--- src/rtl/compiler_token_sequencer.sv ---
`default_nettype none
// ============================================================================
// Module      : compiler_token_sequencer
// Description : Forth compiler front end. Splits a UART character stream into
//               whitespace-delimited words, turns decimal literals into PUSH
//               tokens locally, sends every other word through the external
//               lookup unit, and hands opcode/data tokens to the execution
//               unit over a valid/ready handshake.
// Revision    : 1.0 - initial release
// ============================================================================
module compiler_token_sequencer #(
    parameter int WIDTH    = 32,
    parameter int DATA     = 32,
    parameter int OPCODE   = 16,
    localparam int LEN_BITS = $clog2(WIDTH)
) (
    input  logic                  i_clk,
    input  logic                  i_reset,
    input  logic                  i_rx_valid,
    input  logic [7:0]            i_rx_data,
    output logic                  o_rx_ready,
    output logic [8*WIDTH-1:0]    o_word,
    output logic [LEN_BITS-1:0]   o_len,
    output logic                  o_lookup_en,
    input  logic [OPCODE-1:0]     i_lu_opcode,
    input  logic [DATA-1:0]       i_lu_data,
    input  logic                  i_lu_err,
    output logic                  o_valid,
    input  logic                  i_ready,
    output logic [OPCODE-1:0]     o_opcode,
    output logic [DATA-1:0]       o_data,
    output logic                  o_err
);

    typedef enum logic [1:0] {
        ST_ACCUM  = 2'd0,
        ST_LOOKUP = 2'd1,
        ST_WAIT   = 2'd2,
        ST_EMIT   = 2'd3
    } state_t;

    // Longest legal word leaves one slot unused, so the length never wraps.
    localparam logic [LEN_BITS-1:0] c_MAX_LEN = LEN_BITS'(WIDTH - 1);
    localparam logic [OPCODE-1:0]   c_OP_PUSH = OPCODE'(1);
    localparam logic [DATA-1:0]     c_TEN     = DATA'(10);

    state_t                r_state;
    logic [8*WIDTH-1:0]    r_word;
    logic [LEN_BITS-1:0]   r_len;
    logic [DATA-1:0]       r_acc;
    logic                  r_is_num;
    logic                  r_ovf;
    logic                  r_lookup_en;
    logic                  r_valid;
    logic [OPCODE-1:0]     r_opcode;
    logic [DATA-1:0]       r_data;
    logic                  r_err;

    logic                  w_delim;
    logic                  w_is_digit;
    logic [DATA-1:0]       w_acc_next;
    logic [LEN_BITS+2:0]   w_slot;

    // Character classification for the byte currently offered by the UART.
    always_comb begin
        w_delim    = (i_rx_data == 8'h20) || (i_rx_data == 8'h09) ||
                     (i_rx_data == 8'h0A) || (i_rx_data == 8'h0D);
        w_is_digit = (i_rx_data >= 8'h30) && (i_rx_data <= 8'h39);
        // ASCII digits carry their value in the low nibble; the product wraps.
        w_acc_next = (r_acc * c_TEN) + {{(DATA-4){1'b0}}, i_rx_data[3:0]};
        w_slot     = {r_len, 3'b000};
    end

    // Sequencer: word accumulation, literal conversion, lookup and handshake.
    always_ff @(posedge i_clk) begin
        if (i_reset) begin
            r_state     <= ST_ACCUM;
            r_word      <= '0;
            r_len       <= '0;
            r_acc       <= '0;
            r_is_num    <= 1'b1;
            r_ovf       <= 1'b0;
            r_lookup_en <= 1'b0;
            r_valid     <= 1'b0;
            r_opcode    <= '0;
            r_data      <= '0;
            r_err       <= 1'b0;
        end else begin
            r_lookup_en <= 1'b0;
            r_err       <= 1'b0;
            case (r_state)
                ST_ACCUM: begin
                    if (i_rx_valid) begin
                        if (!w_delim) begin
                            if (r_len < c_MAX_LEN) begin
                                r_word[w_slot +: 8] <= i_rx_data;
                                r_len               <= r_len + LEN_BITS'(1);
                            end else begin
                                r_ovf <= 1'b1;
                            end
                            if (w_is_digit) begin
                                r_acc <= w_acc_next;
                            end else begin
                                r_is_num <= 1'b0;
                            end
                        end else if (r_len != '0) begin
                            if (r_ovf) begin
                                // Oversized word: report and discard it.
                                r_err    <= 1'b1;
                                r_word   <= '0;
                                r_len    <= '0;
                                r_acc    <= '0;
                                r_is_num <= 1'b1;
                                r_ovf    <= 1'b0;
                            end else if (r_is_num) begin
                                r_opcode <= c_OP_PUSH;
                                r_data   <= r_acc;
                                r_valid  <= 1'b1;
                                r_state  <= ST_EMIT;
                            end else begin
                                r_lookup_en <= 1'b1;
                                r_state     <= ST_LOOKUP;
                            end
                        end
                    end
                end
                ST_LOOKUP: begin
                    r_state <= ST_WAIT;
                end
                ST_WAIT: begin
                    // Lookup unit answers one cycle after its enable.
                    if (i_lu_err) begin
                        r_err    <= 1'b1;
                        r_word   <= '0;
                        r_len    <= '0;
                        r_acc    <= '0;
                        r_is_num <= 1'b1;
                        r_ovf    <= 1'b0;
                        r_state  <= ST_ACCUM;
                    end else begin
                        r_opcode <= i_lu_opcode;
                        r_data   <= i_lu_data;
                        r_valid  <= 1'b1;
                        r_state  <= ST_EMIT;
                    end
                end
                ST_EMIT: begin
                    if (i_ready) begin
                        r_valid  <= 1'b0;
                        r_word   <= '0;
                        r_len    <= '0;
                        r_acc    <= '0;
                        r_is_num <= 1'b1;
                        r_ovf    <= 1'b0;
                        r_state  <= ST_ACCUM;
                    end
                end
                default: begin
                    r_state <= ST_ACCUM;
                end
            endcase
        end
    end

    assign o_rx_ready  = (r_state == ST_ACCUM);
    assign o_word      = r_word;
    assign o_len       = r_len;
    assign o_lookup_en = r_lookup_en;
    assign o_valid     = r_valid;
    assign o_opcode    = r_opcode;
    assign o_data      = r_data;
    assign o_err       = r_err;

endmodule
`default_nettype wire
--- config.mk ---
export PLATFORM = sky130hd
export DESIGN_NAME = compiler_token_sequencer
export DESIGN_NICKNAME = d
export VERILOG_FILES = /design/src/rtl/compiler_token_sequencer.sv
export SDC_FILE = /design/constraint.sdc
export NUM_CORES = 1
export LEC_CHECK = 0
export ABC_AREA = 1
export CAP_MARGIN = 40
export CORE_AREA = 2 2 196 198
export DETAILED_ROUTE_END_ITERATION = 8
export DIE_AREA = 0 0 198 200
export GPL_ROUTABILITY_DRIVEN = 0
export PLACE_DENSITY = 0.85
export SLEW_MARGIN = 10
export SYNTH_ARGS = -nofsm -noshare
export SYNTH_HDL_FRONTEND = slang
export SYNTH_SLANG_ARGS = --single-unit
--- constraint.sdc ---
create_clock -name i_clk -period 2.94 [get_ports i_clk]
set_clock_uncertainty 0.1 [all_clocks]
set_input_delay 0.588 -clock i_clk [delete_from_list [all_inputs] [get_ports i_clk]]
set_output_delay 0.588 -clock i_clk [all_outputs]
set_load 0.005 [all_outputs]
======== Word level (Yosys, flattened, before mapping) ========
Index checks and enable logic that the tools add are counted.
word-level totals
  register bits ........................... 348
  input bits .............................. 61
  output and inout bits ................... 313
  logic and storage cells ................. 137
operators by class
  add/sub/neg operators ................... 3
  $mul .................................... 1
  $lt $le $gt $ge ......................... 3
  equality and inequality tests ........... 21
  shift operators ......................... 2
  mux-type cells .......................... 76
  bitwise gates (word level) .............. 4
  reductions and logical operators ........ 16
operators by type and width
  cell                                                                      number
  256-bit two-way mux                                                       7
  256-bit case mux with 3 select lines                                      1
  32-bit two-way mux                                                        13
  256-bit bitwise mux                                                       1
  8-bit by 10-bit variable shift with 256-bit output, first input constant  1
  8-bit by 10-bit variable part select with 256-bit output                  1
  16-bit two-way mux                                                        6
  32-bit case mux with 3 select lines                                       1
  32-bit case mux with 2 select lines                                       1
  5-bit two-way mux                                                         7
  32-bit by 4-bit adder with 32-bit output                                  1
  32-bit by 3-bit multiplier with 31-bit output, second input constant      1
  16-bit case mux with 2 select lines                                       1
  7-bit AND reduction                                                       4
  1-bit two-way mux                                                         25
  8-bit by 4-bit == test with 1-bit output, second input constant           3
  5-bit case mux with 3 select lines                                        1
  2-bit two-way mux                                                         7
  2-bit != test, second input constant                                      5
  8-bit negation with 10-bit output                                         1
  3-bit != test, second input constant                                      3
  1-bit case mux with 3 select lines                                        3
  8-bit by 6-bit == test with 1-bit output, second input constant           1
  8-bit by 6-bit >= comparator with 1-bit output, second input constant     1
  21 further kinds                                                          30

======== Longest topological paths before layout ========
Gate-level depths: netlist (run 1).
  depth in word-level cells ............... 7
  mapped depth ............................ 20

======== Worst setup path after synthesis (run 1) ========
OpenSTA, ideal clock, no wires.
  path type ............................... reg-to-reg
  from .................................... register r_acc[1]
  to ...................................... register r_acc[28]
  data arrival time ....................... 2,634 ps
  slack ................................... 74 ps
  cell stages (with the launch flop) ...... 18
  cells stage by stage .................... dfxtp_1 ha_1 ha_1 fa_1 nand2_1 inv_1 nor2_1 nand2_1 nor2_1 nand2_1 nor2_1 nand2_1 nor2_4 nand3_1 nor2_1 nand3_1 nand3_1 a21oi_1
on the way
  longest elaborated chain between the ends .. 6
RTL lines
  element                                        RTL line  source
  start, declared                                50        logic [DATA-1:0] r_acc;
  start signal, assigned                         102       r_acc <= w_acc_next;
  32-bit by 3-bit multiplier with 31-bit output  70        w_acc_next = (r_acc * c_TEN) + {{(DATA-4){1'b0}}, i_rx_data[3:0]};
  32-bit by 4-bit adder with 32-bit output       70
  32-bit two-way mux                             101       if (w_is_digit) begin
  32-bit two-way mux                             94        if (!w_delim) begin
  32-bit two-way mux                             93        if (i_rx_valid) begin
  32-bit case mux with 3 select lines            91        case (r_state)
No other way between the ends. The select of a mux whose other input is x is not followed.
A chain may end at the register's enable or synchronous reset.

======== Worst setup path after layout (run 1) ========
  from .................................... register r_acc[3]
  to ...................................... register r_acc[22]
Same word-level chain as after synthesis.

==> results.sh, run 1 <==
export IMPL_floorplan_die_width_um=198
export IMPL_hp_class="flop to flop"
export IMPL_seq_area_sq_um=6990
export IMPL_design_final_nets=3106
export IMPL_drc_errors=0
export IMPL_number_of_hold_violations_in_the_final_report=0
export IMPL_share_clk_of_total_power_pct=44.8
export IMPL_first_pass_iters=7
export IMPL_ioPinCount=374
export IMPL_worstRegToRegCells=17
export IMPL_largest_cells_by_area_after_synthesis="sky130_fd_sc_hd__dfxtp_1 (40%), sky130_fd_sc_hd__nand2_1 (15%), sky130_fd_sc_hd__nand3_1 (10%), sky130_fd_sc_hd__a21oi_1 (9.8%), sky130_fd_sc_hd__ha_1 (4.6%)"
export IMPL_seq_total_area_yosys_pct=39.9
export IMPL_global_route_wire_length_before_repair_um=99800
export IMPL_final_fill_count=2958
export IMPL_yosys_most_used_dff="sky130_fd_sc_hd__dfxtp_1"
export IMPL_power_density_nw_per_um2=469
export IMPL_post_route_worst_setup_slack_ns=-0.121
export IMPL_die_height_um=200
export IMPL_post_route_period_util_pct=104
export IMPL_report_final_slew_viol_count=0
export IMPL_yosysWarnings=0
export IMPL_placed_cells_incl_taps=3439
export IMPL_finalNonFillerCells=3521
export IMPL_worst_case_clock_buffer_depth=3
export IMPL_port_buffers=373
export IMPL_grt_pass1_vias=19000
export IMPL_syn_area_sq_um=17500
export IMPL_r2r_setup_slack_ns=-0.12
export IMPL_core_region_area_sq_um=37400
export IMPL_antenna_found_initial=2
export IMPL_slew_headroom_pct=57.9
export IMPL_path_max_fanout=4
export IMPL_clk_insertion_delay_late_ns=0.54
export IMPL_grt_total_usage_pct=31.4
export IMPL_achievable_frequency_ghz=0.327
export IMPL_row_count=71
export IMPL_total_switching_power_mw=3.18
export IMPL_ys_ff_latch=348
export IMPL_status="finished, violations left"
export IMPL_yosys_cell_types_count=41
export IMPL_grt_overflow=0
export IMPL_comb_power_share_pct=13.9
export IMPL_worst_path_most_repeated_cell="sky130_fd_sc_hd__nor2_4"
export IMPL_postSynthAreaPerCell_sq_um=6.89
export IMPL_postRouteAntennaNets=0
export IMPL_cts_sinks=348
export IMPL_dr_first_iter_drc_count=2428
export IMPL_multi_input_area_sq_um=10000
export IMPL_clk_pin_slew_ns=0.06
export IMPL_initial_utilization_pct=46.7
export IMPL_crit_chain="ha_4 -> ha_4 -> fa_2 -> nand2_2 -> inv_2 -> nand2_2 -> nor2_4 -> nand2_4 -> nor2_4 -> nand2_2 -> nor2_4 -> inv_2 -> nor2_4 -> inv_2 -> o21ai_2 -> nand3_1 -> a21oi_2"
export IMPL_drv_max_cap_violation_count=0
export IMPL_slowest_delay_ns=0.57
export IMPL_synthToLayoutAreaGrowth_pct=41.7
export IMPL_cp_end_kind="flop"
export IMPL_post_route_cells_drive_above_1_share_pct=14.0
export IMPL_critical_path_slowest_cell="sky130_fd_sc_hd__fa_2"
export IMPL_setup_violations=15
export IMPL_worst_ep_required_time_ns=3.30
export IMPL_cp_arrival_ns=3.42
export IMPL_final_core_utilization_pct=66.1
export IMPL_failing_checks="negative setup slack"
export IMPL_share_seq_of_total_power_pct=41.3
export IMPL_leakagePower_nw=9.06
export IMPL_numCtsBuffers=37
export IMPL_grt_max_degree=149
export IMPL_pre_cts_slack_ns=-0.562
export IMPL_cts_hold_fix_buffers=0
export IMPL_hold_path_depth=2
export IMPL_stdcell_area_sq_um=24700
export IMPL_mappedNetlistNets=2661
export IMPL_clock_root_buffer="sky130_fd_sc_hd__clkbuf_16"
export IMPL_worst_pin_slew_ns=0.631
export IMPL_postSynthCellCount=2534
export IMPL_die_area_sq_um=39600
export IMPL_internal_power_mw=8.42
export IMPL_postPlaceCellArea_sq_um=22600
export IMPL_power_switching_share_pct=27.4
export IMPL_post_synth_top_area_cell="sky130_fd_sc_hd__dfxtp_1"
export IMPL_cts_tree="yes"
export IMPL_setup_repair_after_global_routing_missed_its_margin="yes"
export IMPL_totalNegativeSetupSlack_ns=-1.19
export IMPL_period_needed_ns=3.06
export IMPL_average_via_count_per_standard_cell=5.79
export IMPL_avgRoutedWirePerCell_um=18.9
export IMPL_ir_worst_vdd_uv=372
export IMPL_synth_largest_type_area_fraction_pct=39.9
export IMPL_synth_edff_count=0
export IMPL_cts_max_level=2
export IMPL_dp_final_hpwl_um=46000
export IMPL_via_total_after_detailed_routing=20400
export IMPL_route_final_wire_length_um=66500
export IMPL_ys_async_sr_fraction_pct=0
export IMPL_criticalPathCategory="flop to flop"
export IMPL_worstSetupStartpointType="flop"
-- stage by stage --
stage	hold slack (ns)	power [mW]
final	0.363	11.6
after global routing	0.379	11.9
after CTS	0.363	11.5
after detailed placement	0.354	6.41
after global placement	0.352	6.37
after floorplan	0.315	5.77
-- routing by layer --
| metal | track usage [%] | part of all wire (%) |
|---|---|---|
| met5 | 0 | 0 |
| met2 | 52.2 | 46 |
| met1 | 38.7 | 38 |
| met4 | 16.7 | 6.0 |
| met3 | 5.88 | 10 |
-- sequential cells by signal, summed over array words and instances, names as in the netlist --
register	count
r_is_num	1
o_valid	1
r_state	2
o_len	5
r_ovf	1
o_lookup_en	1
o_word	256
o_err	1
o_data	32
r_acc	32
o_opcode	16
-- kinds of logic (layout without fill, tap and decap cells) --
family          Yosys count  after routing  synth area share (%)
compound gates          466            466                  14.1
other cells               0              2                     0
simple gates           1359           1359                  34.3
xor+xnor                  5              5                 0.251
buf+inv                 290            764                  6.63
fa+ha+maj                66             66                  4.82
flops                   348            348                  39.9
-- placed cells by master, fill, tap and decap left out, drive strengths merged, types with 30 or more instances in the layout --
master and n:
inv 173, clkdlybuf4s50 372, nand2 694, nand4 30
o21ai 77, a31oi 32, dfxtp 348, clkbuf 53
nor2 188, nor3 68, buf 151, a21oi 341
nand3 363, ha 64
-- synth_stat cells (2+ instances only) --
| cell type | instances |
|---|---|
| sky130_fd_sc_hd__o21ai_2 | 6 |
| sky130_fd_sc_hd__or2_2 | 4 |
| sky130_fd_sc_hd__clkinv_1 | 2 |
| sky130_fd_sc_hd__buf_1 | 5 |
| sky130_fd_sc_hd__nand2_1 | 692 |
| sky130_fd_sc_hd__nor3_1 | 41 |
| sky130_fd_sc_hd__nor3_4 | 3 |
| sky130_fd_sc_hd__ha_1 | 64 |
| sky130_fd_sc_hd__nand4_1 | 30 |
| sky130_fd_sc_hd__o21ai_1 | 6 |
| sky130_fd_sc_hd__a31oi_1 | 32 |
| sky130_fd_sc_hd__nor3_2 | 24 |
| sky130_fd_sc_hd__o21bai_1 | 6 |
| sky130_fd_sc_hd__a211oi_1 | 2 |
| sky130_fd_sc_hd__nand3b_1 | 7 |
| sky130_fd_sc_hd__nor2_1 | 176 |
| sky130_fd_sc_hd__a21oi_1 | 341 |
| sky130_fd_sc_hd__inv_2 | 16 |
| sky130_fd_sc_hd__nor2_2 | 7 |
| sky130_fd_sc_hd__nor4_1 | 2 |
| sky130_fd_sc_hd__o22ai_1 | 2 |
| sky130_fd_sc_hd__and2_1 | 2 |
| sky130_fd_sc_hd__dfxtp_1 | 348 |
| sky130_fd_sc_hd__xnor2_1 | 2 |
| sky130_fd_sc_hd__buf_2 | 40 |
| sky130_fd_sc_hd__fa_1 | 2 |
| sky130_fd_sc_hd__o211ai_1 | 3 |
| sky130_fd_sc_hd__clkbuf_1 | 68 |
| sky130_fd_sc_hd__buf_4 | 5 |
| sky130_fd_sc_hd__xor2_1 | 3 |
| sky130_fd_sc_hd__o21ai_0 | 64 |
| sky130_fd_sc_hd__nand3_1 | 363 |
| sky130_fd_sc_hd__inv_1 | 154 |
| sky130_fd_sc_hd__nor2_4 | 5 |
-- power by group through the flow --
stage	combinational [mW]	sequential, mW	clock, mW
4_1_cts	1.53	4.79	5.21
2_1_floorplan	0.870	4.89	0
6_report	1.61	4.79	5.20
5_1_grt	1.70	4.79	5.40
3_3_place_gp	1.48	4.89	0
3_5_place_dp	1.52	4.89	0
-- worst max-delay path, delay by kind of cell, from the launching register on --
| kind | cells | cell delay, ns |
|---|---|---|
| and+or+nand+nor | 9 | 1.09 |
| AOI/OAI and AO/OA | 2 | 0.25 |
| adders and majority gates | 3 | 0.97 |
| DFF | 1 | 0.34 |
| buffers and inverters | 3 | 0.24 |
-- path summary, 6_finish.rpt --
| path | from | end |
|---|---|---|
| setup / recovery | r_acc[3] | r_acc[22] |
| hold / removal | o_opcode[14] | o_opcode[14] |
| setup reg to reg | r_acc[3] | r_acc[22] |
| hold reg to reg | o_opcode[14] | o_opcode[14] |
-- what timing repair did --
item | 4_1_cts | 5_1_grt
endpoints found under the setup margin | 17 | 43
resized for setup | 51 | 119
pin swaps | 21 | 30
setup buffers | 5 | 7
-- cell type report --
class	count	area share, %
Tap cell	511	2.59
Antenna cell	2	0.0202
Inverter	172	2.62
Clock buffer	52	4.42
Multi-Input combinational cell	1896	40.5
Sequential cell	348	28.3
Clock inverter	16	1.09
Timing Repair Buffer	524	20.5
Power figures use the tool's default switching activity.
==> inputs of run 2 (changes only) <==
Settings changed: CORE_AREA 2 2 196 198 to 2 2 180 182, DIE_AREA 0 0 198 200 to 0 0 182 184, PLACE_DENSITY 0.85 to 0.94.
Clock period 2.94 ns to 3.66 ns, I/O delays scaled along.
==> run 2 against run 1 <==
Compared with the run above:
- the flow now finishes without violations
- utilization grew 7.1 points
- sequential share of layout area grew 2.1 points
- clock power is 20% lower
- final cell count shrank 6.3%
- count of clock-buffer cells in the layout shrank 3
- global-route usage is 5.3 points higher
- combinational power decreased by 27%
- highest routed layer unchanged
==> results.sh, run 2 (same netlist as run 1, synthesis figures left out) <==
export IMPL_status="completed"
export IMPL_postPlaceCellArea_sq_um=21600
export IMPL_gr_max_usage_layer="met2"
export IMPL_ir_worst_vdd_uv=343
export IMPL_post_route_cells_drive_above_1_share_pct=6.25
export IMPL_gr_usage_met1_pct=42.0
export IMPL_drv_max_cap_violation_count=0
export IMPL_core_region_area_sq_um=31400
export IMPL_post_route_period_util_pct=96.3
export IMPL_grt_pass1_vias=19400
export IMPL_initial_utilization_pct=55.6
export IMPL_leakagePower_nw=8.40
export IMPL_cp_end_kind="flop"
export IMPL_antenna_found_initial=2
export IMPL_postRouteAntennaNets=0
export IMPL_criticalPathCategory="flop to flop"
export IMPL_clock_root_buffer="sky130_fd_sc_hd__clkbuf_16"
export IMPL_port_buffers=373
export IMPL_placed_cells_incl_taps=3228
export IMPL_stdcell_area_sq_um=23000
export IMPL_first_pass_iters=8
export IMPL_global_route_wire_length_before_repair_um=99500
export IMPL_layout_cells_most_common_list="sky130_fd_sc_hd__nand2_1 (691), sky130_fd_sc_hd__clkdlybuf4s50_1 (372), sky130_fd_sc_hd__nand3_1 (362), sky130_fd_sc_hd__dfxtp_1 (346), sky130_fd_sc_hd__a21oi_1 (341)"
export IMPL_hp_class="flop to flop"
export IMPL_numCtsBuffers=38
export IMPL_path_max_fanout=5
export IMPL_period_needed_ns=3.53
export IMPL_clk_pin_slew_ns=0.06
export IMPL_design_final_nets=2993
export IMPL_ioPinCount=374
export IMPL_number_of_hold_violations_in_the_final_report=0
export IMPL_finalNonFillerCells=3299
export IMPL_die_area_sq_um=33500
export IMPL_slowest_delay_ns=0.59
export IMPL_layout_commonest_cell="sky130_fd_sc_hd__nand2_1"
export IMPL_setup_violations=0
export IMPL_pre_cts_slack_ns=-0.000874
export IMPL_largest_register_ffs=256
export IMPL_seq_area_sq_um=6970
export IMPL_row_count=65
export IMPL_die_height_um=184
export IMPL_multi_input_area_sq_um=9370
export IMPL_crit_chain="ha_1 -> ha_1 -> fa_2 -> nand2_1 -> inv_1 -> nand2_1 -> nor2_1 -> nand2_1 -> nor2_1 -> nand2_1 -> nor2_2 -> nand2_1 -> nor2_1 -> nand3_1 -> nand2_1 -> nand3_1 -> a21oi_1"
export IMPL_clk_insertion_delay_late_ns=0.54
export IMPL_cp_arrival_ns=3.87
export IMPL_cts_tree="yes"
export IMPL_avgRoutedWirePerCell_um=19.2
export IMPL_post_route_worst_setup_slack_ns=0.135
export IMPL_report_final_slew_viol_count=0
export IMPL_dr_first_iter_drc_count=2824
export IMPL_grt_total_usage_pct=36.6
export IMPL_critical_path_slowest_cell="sky130_fd_sc_hd__fa_2"
export IMPL_cts_sinks=348
export IMPL_cts_hold_fix_buffers=0
export IMPL_slew_headroom_pct=26.1
export IMPL_power_density_nw_per_um2=401
export IMPL_worst_ep_required_time_ns=4.01
export IMPL_setup_repair_after_global_routing_missed_its_margin="yes"
export IMPL_worstSetupStartpointType="flop"
export IMPL_worst_path_most_repeated_cell="sky130_fd_sc_hd__nand2_1"
export IMPL_route_final_wire_length_um=63400
export IMPL_floorplan_die_width_um=182
export IMPL_achievable_frequency_ghz=0.284
export IMPL_grt_use_met2_pct=61.3
export IMPL_synthToLayoutAreaGrowth_pct=31.7
export IMPL_final_core_utilization_pct=73.2
export IMPL_via_total_after_detailed_routing=20300
export IMPL_cp_buffers_inverters=1
export IMPL_cts_max_level=2
export IMPL_worst_pin_slew_ns=1.11
export IMPL_use_met3_pct=8.58
export IMPL_worst_path_dominant_cell_family="simple AND/OR/NAND/NOR gates"
export IMPL_grt_max_degree=225
export IMPL_totalNegativeSetupSlack_ns=0
export IMPL_average_via_count_per_standard_cell=6.16
export IMPL_grt_overflow=0
export IMPL_final_fill_count=2221
export IMPL_holdWs_ns=0.362
export IMPL_drc_errors=0
export IMPL_dp_final_hpwl_um=44600
export IMPL_fin_total_pwr_mw=9.21
export IMPL_worst_case_clock_buffer_depth=3
## run 2: cell types whose count changed in the layout (fill, tap and decap cells not counted), sizes merged
cell,delta
clkinv,+4
buf,-114
bufinv,+1
inv,+1
clkinvlp,-2
clkbuf,-3
## run 2: path summary, 6_finish.rpt
path / from / endpoint / slack [ns] / depth (start not counted)
max: r_acc[1] / r_acc[31] / 0.13 / 17
max reg2reg: r_acc[1] / r_acc[31] / 0.13 / 17
min: o_opcode[10] / o_opcode[10] / 0.36 / 2
min reg2reg: o_opcode[10] / o_opcode[10] / 0.36 / 2
## run 2: tightest hold or removal path: cells and delay by family, from the launching register on
kind / cells / cell delay [ns]
AOI/OAI and AO/OA: 1 / 0.05
and+or+nand+nor: 1 / 0.06
DFF: 1 / 0.30
## run 2: cell type report
class | instances | share of cell area (%)
multi-input combinational | 1896 | 40.8
sequential | 348 | 30.3
clock buffer | 49 | 4.62
tap | 402 | 2.19
inverter | 172 | 2.82
antenna | 2 | 0.0218
timing repair buffer | 410 | 17.9
clock inverter | 20 | 1.32
## run 2: metal layers
metal / up-vias / share of wire [%]
met4: 0 / 7.1
met1: 9190 / 36
met5: - / 0
met3: 404 / 11
li1: 9169 / -
met2: 1557 / 46
## run 2: power breakdown
group	internal (mW)	switching, mW
Clock	2.56	1.62
Sequential	3.82	0.0287
Combinational	0.329	0.856
## run 2: timing repair
action	CTS	global route
setup buffers	0	0
resized for setup	0	8
setup endpoints to repair	0	28
